**src/rtl/multi_channel_clock_divider_pkg.sv**
```systemverilog
// Shared types and constants for the multi-channel clock divider.
package led_clkdiv_pkg;

  // Output shaping per channel: square wave or single-cycle pulse.
  typedef enum logic {
    CLKDIV_TOGGLE = 1'b0,
    CLKDIV_PULSE  = 1'b1
  } clkdiv_mode_e;

  // Active divisor loaded into every channel by reset.
  localparam int unsigned CLKDIV_RESET_DIV = 32'd1;

endpackage

```
**src/rtl/multi_channel_clock_divider_if.sv**
```systemverilog
// Global control bundle: block reset plus a synchronous soft reset.
interface global_if;
  logic reset;
  logic srst;

  modport master (output reset, output srst);
  modport slave  (input reset, input srst);
endinterface

```
**src/rtl/multi_channel_clock_divider_channel.sv**
```systemverilog
// One divider channel: counter, active and pending settings, registered outputs.
module clkdiv_channel
  import led_clkdiv_pkg::*;
#(
  parameter int WIDTH = 8
) (
  input  logic             clk_in,
  input  logic             rst,
  input  logic             srst,
  input  logic             enable,
  input  logic             sync_restart,
  input  logic             capture,
  input  logic [WIDTH-1:0] div_in,
  input  clkdiv_mode_e     mode_in,
  output logic             pend_next,
  output logic             clk_out,
  output logic             tick
);

  localparam logic [WIDTH-1:0] ONE       = {{(WIDTH-1){1'b0}}, 1'b1};
  localparam logic [WIDTH-1:0] RESET_DIV = WIDTH'(CLKDIV_RESET_DIV);

  logic [WIDTH-1:0] cnt_r, cnt_s;
  logic [WIDTH-1:0] div_r, div_s;
  logic [WIDTH-1:0] pdiv_r, pdiv_s;
  clkdiv_mode_e     mode_r, mode_s;
  clkdiv_mode_e     pmode_r, pmode_s;
  logic             pvalid_r, pvalid_s;
  logic             clk_out_r, clk_out_s;
  logic             tick_r, tick_s;
  logic [WIDTH-1:0] eff_div_s;
  logic [WIDTH-1:0] last_s;
  logic             wrap_s;

  // A zero divisor behaves as divide-by-one.
  assign eff_div_s = (div_r == {WIDTH{1'b0}}) ? ONE : div_r;
  assign last_s    = eff_div_s - ONE;
  assign wrap_s    = enable && (cnt_r == last_s);

  // Next-state: restart, disabled hold, or normal counting with deferred apply.
  always_comb begin
    cnt_s     = cnt_r;
    div_s     = div_r;
    mode_s    = mode_r;
    pdiv_s    = pdiv_r;
    pmode_s   = pmode_r;
    pvalid_s  = pvalid_r;
    clk_out_s = clk_out_r;
    tick_s    = 1'b0;
    if (sync_restart) begin
      cnt_s     = {WIDTH{1'b0}};
      clk_out_s = 1'b0;
      tick_s    = 1'b0;
      if (capture) begin
        div_s    = div_in;
        mode_s   = mode_in;
        pvalid_s = 1'b0;
      end else if (pvalid_r) begin
        div_s    = pdiv_r;
        mode_s   = pmode_r;
        pvalid_s = 1'b0;
      end else begin
        pvalid_s = 1'b0;
      end
    end else if (!enable) begin
      cnt_s     = {WIDTH{1'b0}};
      clk_out_s = 1'b0;
      tick_s    = 1'b0;
      if (capture) begin
        pdiv_s   = div_in;
        pmode_s  = mode_in;
        pvalid_s = 1'b1;
      end else if (pvalid_r) begin
        div_s    = pdiv_r;
        mode_s   = pmode_r;
        pvalid_s = 1'b0;
      end else begin
        pvalid_s = 1'b0;
      end
    end else begin
      tick_s = wrap_s;
      if (wrap_s) begin
        cnt_s     = {WIDTH{1'b0}};
        clk_out_s = (mode_r == CLKDIV_PULSE) ? 1'b1 : ~clk_out_r;
      end else begin
        cnt_s     = cnt_r + ONE;
        clk_out_s = (mode_r == CLKDIV_PULSE) ? 1'b0 : clk_out_r;
      end
      // Pending was written on an earlier edge, so a wrap on the capture edge never applies.
      if (capture) begin
        pdiv_s   = div_in;
        pmode_s  = mode_in;
        pvalid_s = 1'b1;
      end else if (pvalid_r && wrap_s) begin
        div_s    = pdiv_r;
        mode_s   = pmode_r;
        pvalid_s = 1'b0;
      end else begin
        pvalid_s = pvalid_r;
      end
    end
  end

  // Channel state registers.
  always_ff @(posedge clk_in or posedge rst) begin
    if (rst) begin
      cnt_r     <= {WIDTH{1'b0}};
      div_r     <= RESET_DIV;
      mode_r    <= CLKDIV_TOGGLE;
      pdiv_r    <= {WIDTH{1'b0}};
      pmode_r   <= CLKDIV_TOGGLE;
      pvalid_r  <= 1'b0;
      clk_out_r <= 1'b0;
      tick_r    <= 1'b0;
    end else if (srst) begin
      cnt_r     <= {WIDTH{1'b0}};
      div_r     <= RESET_DIV;
      mode_r    <= CLKDIV_TOGGLE;
      pdiv_r    <= {WIDTH{1'b0}};
      pmode_r   <= CLKDIV_TOGGLE;
      pvalid_r  <= 1'b0;
      clk_out_r <= 1'b0;
      tick_r    <= 1'b0;
    end else begin
      cnt_r     <= cnt_s;
      div_r     <= div_s;
      mode_r    <= mode_s;
      pdiv_r    <= pdiv_s;
      pmode_r   <= pmode_s;
      pvalid_r  <= pvalid_s;
      clk_out_r <= clk_out_s;
      tick_r    <= tick_s;
    end
  end

  assign pend_next = pvalid_s;
  assign clk_out   = clk_out_r;
  assign tick      = tick_r;

endmodule

```
**src/rtl/multi_channel_clock_divider.sv**
```systemverilog
// Multi-channel clock divider top: load/ack/busy handshake and channel array.
module multi_channel_clock_divider
  import led_clkdiv_pkg::*;
#(
  parameter int CHANNELS = 4,
  parameter int WIDTH    = 8
) (
  input  logic                            clk_in,
  global_if.slave                         glb,
  input  logic [CHANNELS-1:0]             ch_enable,
  input  logic [CHANNELS-1:0][WIDTH-1:0]  divisor,
  input  logic [CHANNELS-1:0]             mode,
  input  logic                            load,
  input  logic                            sync_restart,
  output logic                            load_ack,
  output logic                            load_busy,
  output logic [CHANNELS-1:0]             clk_out,
  output logic [CHANNELS-1:0]             tick
);

  logic                rst_s;
  logic                srst_s;
  logic                accept_s;
  logic [CHANNELS-1:0] pend_next_s;
  logic                load_ack_r;
  logic                load_busy_r;

  assign rst_s    = glb.reset;
  assign srst_s   = glb.srst;
  // A load is only taken when no earlier setting is still waiting to apply.
  assign accept_s = load && !load_busy_r;

  for (genvar i = 0; i < CHANNELS; i++) begin : g_ch
    clkdiv_channel #(
      .WIDTH (WIDTH)
    ) u_ch (
      .clk_in       (clk_in),
      .rst          (rst_s),
      .srst         (srst_s),
      .enable       (ch_enable[i]),
      .sync_restart (sync_restart),
      .capture      (accept_s),
      .div_in       (divisor[i]),
      .mode_in      (clkdiv_mode_e'(mode[i])),
      .pend_next    (pend_next_s[i]),
      .clk_out      (clk_out[i]),
      .tick         (tick[i])
    );
  end

  // Ack pulse and busy flag; busy mirrors whether any channel still holds a pending setting.
  always_ff @(posedge clk_in or posedge rst_s) begin
    if (rst_s) begin
      load_ack_r  <= 1'b0;
      load_busy_r <= 1'b0;
    end else if (srst_s) begin
      load_ack_r  <= 1'b0;
      load_busy_r <= 1'b0;
    end else begin
      load_ack_r  <= accept_s;
      load_busy_r <= |pend_next_s;
    end
  end

  assign load_ack  = load_ack_r;
  assign load_busy = load_busy_r;

endmodule

```
**src/flat_wrapper.sv**
```systemverilog
// flat-port wrapper written by rule: the top's interface ports become plain ports
module multi_channel_clock_divider_flat import led_clkdiv_pkg::*;
#(
  parameter int CHANNELS = 4,
  parameter int WIDTH    = 8
)
  (clk_in, ch_enable, divisor, mode, load, sync_restart, load_ack, load_busy, clk_out, tick, glb_reset, glb_srst);
  global_if glb_i ();
  input  logic clk_in;
  input  logic [CHANNELS-1:0] ch_enable;
  input  logic [CHANNELS-1:0][WIDTH-1:0] divisor;
  input  logic [CHANNELS-1:0] mode;
  input  logic load;
  input  logic sync_restart;
  output logic load_ack;
  output logic load_busy;
  output logic [CHANNELS-1:0] clk_out;
  output logic [CHANNELS-1:0] tick;
  input wire logic [$bits(glb_i.reset)-1:0] glb_reset;
  input wire logic [$bits(glb_i.srst)-1:0] glb_srst;
  assign glb_i.reset = glb_reset;
  assign glb_i.srst = glb_srst;
  multi_channel_clock_divider #(.CHANNELS(CHANNELS), .WIDTH(WIDTH)) u_core (.clk_in(clk_in), .glb(glb_i), .ch_enable(ch_enable), .divisor(divisor), .mode(mode), .load(load), .sync_restart(sync_restart), .load_ack(load_ack), .load_busy(load_busy), .clk_out(clk_out), .tick(tick));
endmodule
```
**config.mk**
```make
export PLATFORM = sky130hd
export DESIGN_NAME = multi_channel_clock_divider_flat
export DESIGN_NICKNAME = d
export VERILOG_FILES = /design/src/rtl/multi_channel_clock_divider_pkg.sv /design/src/rtl/multi_channel_clock_divider_if.sv /design/src/rtl/multi_channel_clock_divider_channel.sv /design/src/rtl/multi_channel_clock_divider.sv /design/src/flat_wrapper.sv
export SDC_FILE = /design/constraint.sdc
export NUM_CORES = 1
export LEC_CHECK = 0
export ABC_AREA = 1
export CAP_MARGIN = 20
export CORE_ASPECT_RATIO = 1.1
export CORE_MARGIN = 5
export CORE_UTILIZATION = 50
export DETAILED_ROUTE_END_ITERATION = 16
export PLACE_DENSITY_LB_ADDON = 0.3
export SETUP_SLACK_MARGIN = 0.05
export SLEW_MARGIN = 0
export SYNTH_ARGS = -nofsm -noshare
export SYNTH_HDL_FRONTEND = slang
export SYNTH_SLANG_ARGS = --single-unit
```
**constraint.sdc**
```tcl
create_clock -name clk_in -period 4.55 [get_ports clk_in]
set_input_delay 0.91 -clock clk_in [delete_from_list [all_inputs] [get_ports clk_in]]
set_output_delay 0.91 -clock clk_in [all_outputs]
set_load 0.005 [all_outputs]
```
==> metrics.md <==
| Metric | Value |
|---|---|
| Via count of the first global-routing pass | `6765` |
| Initial Utilization | `0.508` |
| Hold_buf cts | `0` |
| Post-Syn Area | `7640 µm²` |
| Synthesized instance count | `1073` |
| DR vias | `6968` |
| Crit path max fanout | `50` |
| Vias per cell | `5.27` |
| Placer Congestion | `0.862` |
| Final core utilization | `0.596` |
| Clock Latency Late Sink | `0.42 ns` |
| Ys async rst share | `1.00` |
| Port buffer count | `54` |
| Worst path arrival time | `3.22 ns` |
| Post-synthesis sequential area ratio | `0.387` |
| Largest net degree at the start of global routing | `65` |
| Delay-heaviest family, CP | `buffers and inverters` |
| CP max-delay cell | `clkdlybuf4s50_1` |
| Max frequency | `0.344 GHz` |
| Antenna cells | `0` |
| Clk buf depth | `2` |
| Setup crit start | `glb_srst` |
| Routed WL | `19000 µm` |
| Drt first pass iters | `7` |
| Measured slew at the worst slew-check pin | `0.820 ns` |
| Critical Path RT | `4.87 ns` |
| Root Buffer Master | `clkbuf_16` |
| Top-count cell post-synth | `nand2_1` |
| DR iter-0 viols | `689` |
| TritonCTS clock tree | `yes` |
| Synth cell types | `40` |
| Critical path cell sequence | `clkdlybuf4s50_1, nor2_4, inv_2, nor2_1, inv_2, buf_4, nand2_4, nand2_1, nand2_1` |
| Antenna viol nets, final | `0` |
| Number of hold violations in the final report | `0` |
| Status | `finished, final reports clean` |
| Synth warn | `0` |
| Final setup skew | `0.00600 ns` |
| Die area | `17900 µm²` |
| Cts bufs inserted | `17` |
| Synth top cells by count | `293 x nand2_1, 161 x inv_1, 114 x dfrtp_1, 80 x nand3_1, 78 x nor2_1` |
| Peak supply drop | `0.000281 V` |
| Clock Sinks | `118` |
| Critical hold path startpoint | `u_core.g_ch[2].u_ch.div_r[0]` |
| Crit start category | `primary input` |
| Fraction of layout cells with a size suffix above 1 | `0.0844` |
| Gr usage total | `0.221` |
| Core ar. | `15100 µm²` |
| Final setup fails | `0` |
| WL/cell | `14.3 µm` |
| CP Buf/Inv Count | `4` |
| Die height | `140 µm` |
| Yosys reg bits | `118` |
| Setup_tns | `0 ns` |
| Yosys top cell area share | `0.373` |
| Kind of end point of the critical path | `register` |
| HP Class | `reg -> reg` |
| Area contributors post-synth | `dfrtp_1 37%, nand2_1 14%, inv_1 7.9%` |
| Core Rows | `47` |
| Syn_area_per_cell | `7.12 µm²` |
| GR Overflow Total | `0` |
| Die W | `128 µm` |
| Crit-path max cell delay | `0.71 ns` |
| Max cap viols | `0` |
| Initial antenna violation count | `0` |
| WS Path Type | `in -> reg` |
| Synth area leader | `dfrtp_1` |
| Resized Gates After CTS | `0` |
| Power per standard cell area | `397 nW/µm²` |
| H-Tree Depth | `4` |
| R2r startpoint | `u_core.g_ch[0].u_ch.div_r[3]` |
| RSZ-0062 raised after global routing | `no` |
| # nets final | `1166` |
| Pleak | `4.31 nW` |
| First-pass GRT wire length | `32400 µm` |
| Crit path time final | `2.90 ns` |
| Final HPWL DP | `13200 µm` |
| Hold Slack | `0.467 ns` |
| Count of boundary I/O pins | `55` |
| DRC viols | `0` |
| Pins Over Slew Limit | `0` |
| Rel. slew slack | `0.453` |
| Tcrit/Tclk final | `0.638` |
| Syn_nets | `1126` |
| EDFF count, synth | `0` |
| Most common flop cell mapped by yosys | `dfrtp_1` |
| Setup Fix Bufs, Post-CTS | `0` |
| Reg clk slew, reported paths | `0.06 ns` |
| P&R area growth vs syn | `17.4%` |
-- worst reg2reg max path, stage by stage (launching register included) --
cell and delay [ns]:
dfrtp_1 0.45, inv_1 0.11, nand2_1 0.09, nor2_2 0.18, nand2_2 0.12, nand2_1 0.10
inv_1 0.05, ha_1 0.25, inv_1 0.07, nand2_1 0.06, nand3_1 0.09, nand3_1 0.07
nor2_1 0.13, nand3_1 0.08, nor2_1 0.25, nand2_2 0.14, nand2_4 0.15, nand2_4 0.15
nand2_1 0.10, o21ai_1 0.07
-- worst paths after layout --
check	endpoint	cells after the start	slack (ns)
worst max-delay path	u_core.g_ch[2].u_ch.div_r[1]	9	1.65
worst min-delay path	u_core.g_ch[2].u_ch.div_r[0]	2	0.47
worst max register to register	u_core.g_ch[0].u_ch.div_r[2]	19	1.71
worst min register to register	u_core.g_ch[2].u_ch.div_r[0]	2	0.47
max in group asynchronous	u_core.g_ch[1].u_ch.div_r[0]	3	2.70
min in group asynchronous	u_core.g_ch[3].u_ch.div_r[4]	2	0.99
-- state kept, by name, indices dropped and copies added (netlist names) --
| register | flops |
|---|---|
| u_core.g_ch.u_ch.mode_r | 4 |
| u_core.g_ch.u_ch.pvalid_r | 4 |
| u_core.g_ch.u_ch.pmode_r | 4 |
| u_core.g_ch.u_ch.cnt_r | 32 |
| u_core.load_ack | 1 |
| u_core.load_busy | 1 |
| u_core.g_ch.u_ch.pdiv_r | 32 |
| u_core.g_ch.u_ch.div_r | 32 |
| u_core.g_ch.u_ch.clk_out | 4 |
| u_core.g_ch.u_ch.tick | 4 |
-- final cells by class --
| class | count | area [µm²] |
|---|---|---|
| tap | 196 | 245 |
| sequential | 118 | 2960 |
| inverter | 168 | 633 |
| clock inverter | 13 | 253 |
| fill | 1406 | 6080 |
| timing repair buffer | 64 | 616 |
| clock buffer | 19 | 433 |
| multi-input combinational | 744 | 3840 |
-- report_power, final --
part / total, W / internal, W / leakage [nW] / switching [W]
clock network: 0.00158 / 0.00108 / 0.315 / 0.000496
registers: 0.00121 / 0.00112 / 1.59 / 0.0000865
logic: 0.000784 / 0.000293 / 2.40 / 0.000491
-- metal layers --
metal,share of wire,global-route usage,up-vias
met1,0.44,0.290,3235
met3,0.049,0.0410,21
met5,0,0,-
li1,-,-,3533
met4,0.017,0.0709,0
met2,0.49,0.370,179
-- cell usage in the layout (no fill, tap or decap), types with 4 or more instances in the layout --
cell               n
nor2_2            10
bufinv_16          7
nand2_2            5
clkinv_1           4
a21oi_1           14
nand2_4            6
o2111ai_1          8
or2_2              6
nor3_1            10
buf_4             10
inv_2              4
dfrtp_1          114
xor2_1            33
nand2_1          293
nor2_1            76
nand4_1           13
dfstp_2            4
xnor2_1           15
clkdlybuf4s50_1   54
o21ai_0           74
a32oi_1           16
ha_1               8
clkinvlp_4         5
clkbuf_16         17
o22ai_1           36
nand3b_1           7
o21ai_1            9
o21ai_2            9
nand3_1           80
inv_1            159
-- through the flow --
step	power (W)	instances	setup WS (ns)	cell area [µm²]
6_report	0.00357	1322	1.65	8980
5_1_grt	0.00377	1322	1.38	8980
4_1_cts	0.00359	1322	1.66	8980
3_5_place_dp	0.00200	1290	1.21	8290
3_3_place_gp	0.00199	1290	1.28	8290
2_1_floorplan	0.00180	1073	0.518	7640
-- cell families (layout without fill, tap and decap cells) --
kind of cell | Yosys count | count (layout) | synth area share
buffers and inverters | 211 | 264 | 0.112
XOR/XNOR | 48 | 48 | 0.0550
adder cells (fa/ha/maj) | 8 | 8 | 0.0131
AO/OA/AOI/OAI | 170 | 170 | 0.136
flip-flops | 118 | 118 | 0.387
AND/OR/NAND/NOR | 518 | 518 | 0.298
Power figures use the tool's default switching activity.
